## src/rtl/sound_tone_gen.sv

```systemverilog
// Square-wave tone source with a saturating pitch sweep and a repeating
// duration pulse (conto) for the upstream sound-control state machine.
module sound_tone_gen #(
  parameter int unsigned DIV_W     = 16,
  parameter int unsigned CNT_W     = 24,
  parameter int unsigned BASE_DIV  = 25000,
  parameter int unsigned MIN_DIV   = 5000,
  parameter int unsigned MAX_DIV   = 50000,
  parameter int unsigned STEP      = 500,
  parameter int unsigned SWEEP_DIV = 250000,
  parameter int unsigned DUR_LEN   = 5000000
) (
  input  logic             CLK,
  input  logic             RST,
  input  logic             reset_sonido,
  input  logic             fre_up,
  input  logic             fre_down,
  input  logic             cuente,
  input  logic             suene,
  output logic             audio,
  output logic             conto,
  output logic [DIV_W-1:0] half_period
);

  localparam logic [DIV_W-1:0] BASE_X     = DIV_W'(BASE_DIV);
  localparam logic [DIV_W:0]   MIN_X      = (DIV_W+1)'(MIN_DIV);
  localparam logic [DIV_W:0]   MAX_X      = (DIV_W+1)'(MAX_DIV);
  localparam logic [DIV_W:0]   STEP_X     = (DIV_W+1)'(STEP);
  localparam logic [DIV_W:0]   FLOOR_X    = (DIV_W+1)'(MIN_DIV + STEP);
  localparam logic [CNT_W-1:0] SWEEP_LAST = CNT_W'(SWEEP_DIV - 1);
  localparam logic [CNT_W-1:0] DUR_LAST   = CNT_W'(DUR_LEN - 1);

  logic [CNT_W-1:0] sweep_q, sweep_d;
  logic [CNT_W-1:0] dur_q, dur_d;
  logic [DIV_W-1:0] half_q, half_d;
  logic [DIV_W-1:0] tone_q, tone_d;
  logic             phase_q, phase_d;
  logic             audio_q, audio_d;
  logic             conto_q, conto_d;

  logic             tick;
  logic [DIV_W:0]   half_x, tone_x, sum_x, up_x, dn_x;

  always_comb begin
    tick    = (sweep_q == SWEEP_LAST);
    half_x  = {1'b0, half_q};
    tone_x  = {1'b0, tone_q} + (DIV_W+1)'(1);
    sum_x   = half_x + STEP_X;
    // One bit of headroom keeps both saturations exact near the limits.
    up_x    = (half_x >= FLOOR_X) ? (half_x - STEP_X) : MIN_X;
    dn_x    = (sum_x > MAX_X) ? MAX_X : sum_x;

    sweep_d = tick ? '0 : (sweep_q + CNT_W'(1));
    half_d  = half_q;
    if (tick && fre_up && !fre_down) begin
      half_d = up_x[DIV_W-1:0];
    end else if (tick && fre_down && !fre_up) begin
      half_d = dn_x[DIV_W-1:0];
    end

    tone_d  = '0;
    phase_d = 1'b0;
    if (suene) begin
      // >= rather than == so a shrinking half-period never strands the count.
      if (tone_x >= half_x) begin
        tone_d  = '0;
        phase_d = ~phase_q;
      end else begin
        tone_d  = tone_q + DIV_W'(1);
        phase_d = phase_q;
      end
    end
    audio_d = phase_q & suene;

    dur_d   = '0;
    conto_d = 1'b0;
    if (cuente) begin
      if (dur_q == DUR_LAST) begin
        conto_d = 1'b1;
      end else begin
        dur_d = dur_q + CNT_W'(1);
      end
    end

    if (reset_sonido) begin
      sweep_d = '0;
      half_d  = BASE_X;
      tone_d  = '0;
      phase_d = 1'b0;
      audio_d = 1'b0;
      dur_d   = '0;
      conto_d = 1'b0;
    end
  end

  always_ff @(posedge CLK or negedge RST) begin
    if (!RST) begin
      sweep_q <= '0;
      half_q  <= BASE_X;
      tone_q  <= '0;
      phase_q <= 1'b0;
      audio_q <= 1'b0;
      dur_q   <= '0;
      conto_q <= 1'b0;
    end else begin
      sweep_q <= sweep_d;
      half_q  <= half_d;
      tone_q  <= tone_d;
      phase_q <= phase_d;
      audio_q <= audio_d;
      dur_q   <= dur_d;
      conto_q <= conto_d;
    end
  end

  assign audio       = audio_q;
  assign conto       = conto_q;
  assign half_period = half_q;

endmodule
```

## config.mk

```make
export PLATFORM = sky130hd
export DESIGN_NAME = sound_tone_gen
export DESIGN_NICKNAME = d
export VERILOG_FILES = /design/src/rtl/sound_tone_gen.sv
export SDC_FILE = /design/constraint.sdc
export NUM_CORES = 1
export LEC_CHECK = 0
export ABC_CLOCK_PERIOD_IN_PS = 3600
export CORE_MARGIN = 2
export CORE_UTILIZATION = 60
export DETAILED_ROUTE_END_ITERATION = 10
export PLACE_DENSITY_LB_ADDON = 0.25
export SLEW_MARGIN = 20
export SYNTH_ARGS = -nofsm -noshare
export SYNTH_HDL_FRONTEND = slang
export SYNTH_SLANG_ARGS = --single-unit
```

## constraint.sdc

```tcl
create_clock -name CLK -period 3.6 [get_ports CLK]
set_input_delay 0.36 -clock CLK [delete_from_list [all_inputs] [get_ports CLK]]
set_output_delay 0.36 -clock CLK [all_outputs]
set_load 0.05 [all_outputs]
```

==> metrics.md <==
| Metric | Value |
|---|---|
| Mapped cell area | 5081 um^2 |
| Rows | 33 |
| CP Class | reg -> reg |
| DR vias/cell | 6.001 |
| CP Launch Type | flop |
| DR pass1 iterations | 5 |
| Post-CTS setup buffers | 0 |
| Critical Path Sink Type | flop |
| RSZ-0062 raised after global routing | false |
| Total leakage power | 2.388 nW |
| Top cell type's share of synthesized area | 36.94% |
| Hold crit path type | in -> async |
| Ports | 25 |
| DRT iter0 DRCs | 400 |
| Synth Flop Type | dfrtp_1 |
| Hpwl dp | 8192 um |
| Post-CTS Resized | 0 |
| Synth warn | 0 |
| Avg Cell Area, Syn | 8.701 um^2 |
| Worst endpoint data arrival time | around 3700 ps |
| Longest Clk Path Bufs | 2 |
| Cells after Synth | 584 |
| Nets | 627 |
| Final Max Tran Viols | 0 |
| GP Congestion | 0.9552 |
| H-Tree Depth | 3 |
| NetSw | around 440 uW |
| Clock share of power | 41.4% |
| CTS tree | built |
| Area of the multi-input gates | 2826 um^2 |
| Cts bufs inserted | 9 |
| Final min period | 3383 ps |
| Sinks on Clock Net | just over 80 |
| Power Dens Cells | 306.3 nW/um^2 |
| CP max FO | 11 |
| Peak supply drop | 0.2718 mV |
| Setup TNS | 0 ps |
| Die height | 96.03 um |
| Vias in the first global route | 4,160 |
| DRT antenna net count | 0 |
| Core Region | around 8200 um^2 |
| Filler instances | between 600 and 700 |
| Combinational power share | 4.5% |
| DP Area | 5368 um^2 |
| Peak Freq | 295.6 MHz |
| Flop pwr share | 54.1% |
| Worst Skew | 18.60 ps |
| Endpoints failing setup | 0 |
| Post-Layout Cell Count | 710 |
| WL/cell | approximately 16 um |
| Area leader, netlist | dfrtp_1 |
| Layout cells sized above 1 | around 6.8% |
| Max-slew headroom | a little over 40% |
| Global-route wire length before repair | 19,570 um |
| Status | complete, but fails checks |
| Sequential cell area | between 2000 and 2500 um^2 |
| Worst Max-Slew Pin Slew | 874.9 ps |
| Seq/Total Area, Yosys | 40.04% |
| Area Overhead vs Synth | 9.776% |
| Total gr overflow | 0 |
| DRC viols | 0 |
| Max_cap viols | 0 |
| Hold Vio Cnt, Final | 1 |
| Largest net degree at the start of global routing | 82 |
| Hold_ws | -4.500 ps |
| GRT Total Usage | 27.38% |
| Die area | 9221 um^2 |
| Hold buffers post-CTS | 0 |
| Top-count cell post-synth | nor2_1 |
| Tcrit/Tclk final | 93.98% |
| Vias | 4,261 |
| #FFs+latches synth | 81 |
| Clock Latency Late Sink | approximately 360 ps |
| DIE WIDTH | 96.03 um |
| Int Pwr | approximately 1.3 mW |
| Post-synth EDFFs | 0 |
| Violated checks | hold timing |
| Clock root cell | clkbuf_8 |
| Asr flop ratio synth | 100.0% |
| Final instance area | 5578 um^2 |
| Sw Ratio | roughly 26% |
| Initial antenna violation count | 0 |
| CP required | just under 4000 ps |
| Synth top cells by count | nor2_1, dfrtp_1, nand2_1 |
| Design Power | 1.708 mW |
| Buffers on Ports | 22 |
| Distinct cells, synth | 64 |
| Ant diodes | 0 |
| # placed instances | 694 |
| Clk slew on worst S/H paths | 100 ps |
| Drt total wl | 11,640 um |
| Leading post-synthesis cells by cell area | dfrtp_1, xnor2_1, nor2_1 |
| Initial Util | 61.84% |
-- final cells by class --
cell class | count | share of cell area [%]
clock buffer | 9 | 2.221
multi-input combinational | 452 | 50.67
timing repair buffer | 30 | 5.047
sequential | 81 | 36.47
tap | 105 | 2.355
clock inverter | 7 | 1.480
inverter | 26 | 1.750
-- critical path, stage by stage, from the launching register on --
cell and delay [ps]:
dfstp_2 430, ha_1 280, or4_1 540, or2_0 430
o41ai_2 380, a31oi_1 80, or3_1 340, o21ai_2 320
buf_4 230, a31oi_1 90, a21o_1 170
-- metal layers --
layer  part of all wire (%)  track usage (%)  vias to the layer above
li1                       -                -                     2070
met2                     48            43.40                      158
met4                    1.6            10.24                        0
met5                      0                0                        -
met3                    6.0            5.168                       21
met1                     45            37.44                     2012
-- cell usage in the layout, fill, tap and decap left out, types with 4 or more instances in the layout --
master	instances
xnor2_1	37
nor4_1	7
nand3_1	30
buf_4	8
nand4_1	15
ha_1	20
clkdlybuf4s50_1	21
a31oi_1	8
and2_1	5
dfrtp_1	75
xor2_1	28
a211oi_1	5
nand2_1	41
clkbuf_8	9
and3_1	17
nand2b_1	4
o211ai_1	7
or3_1	9
o21ai_1	4
nor3_1	14
o2111ai_1	4
a21oi_1	32
a21o_1	5
inv_1	25
nor2b_1	16
dfstp_2	6
o21ai_0	20
nor2_1	76
-- power by group through the flow --
stage          Sequential, mW  Clock, mW  Combinational, mW
4_1_cts                 0.925      0.724             0.0772
3_5_place_dp            0.942          0             0.0765
5_1_grt                 0.926      0.762             0.0874
3_3_place_gp            0.942          0             0.0752
2_1_floorplan           0.943          0             0.0387
6_report                0.925      0.708             0.0761
-- path summary, 6_finish.rpt --
check	startpoint	cells after the start	end	slack, ps
max in group asynchronous	RST	1	half_period[11]	3050
min in group CLK	sweep_q[0]	1	sweep_q[0]	480
max reg2reg	half_period[3]	10	half_period[9]	220
max	half_period[3]	10	half_period[9]	220
min reg2reg	sweep_q[0]	1	sweep_q[0]	480
min	RST	1	half_period[4]	-5
-- sequential cells by signal, summed over array words and instances (netlist names) --
name and cells:
dur_q 24, sweep_q 24, tone_q 16, half_period 14, audio 1, conto 1
phase_q 1
-- cell families (layout without fill, tap and decap cells) --
family | Yosys count | after routing | synth area share (%)
other | 1 | 2 | 0.07380
AOI/OAI and AO/OA | 111 | 111 | 14.21
xor gates and xnor gates | 65 | 65 | 11.20
buffers and inverters | 52 | 72 | 4.407
DFF | 81 | 81 | 40.04
adders and majority gates | 20 | 20 | 4.925
and+or+nand+nor | 252 | 252 | 24.72
muxes | 2 | 2 | 0.4186
-- stage by stage --
step / setup slack [ps] / util, %
floorplan: 462.6 / -
global placement: 361.2 / 65.33
detailed placement: 296.8 / 65.33
CTS: 280.1 / 67.84
global route: 65.69 / 67.88
finish: 216.8 / 67.88
(Power assumes the default switching activity.)
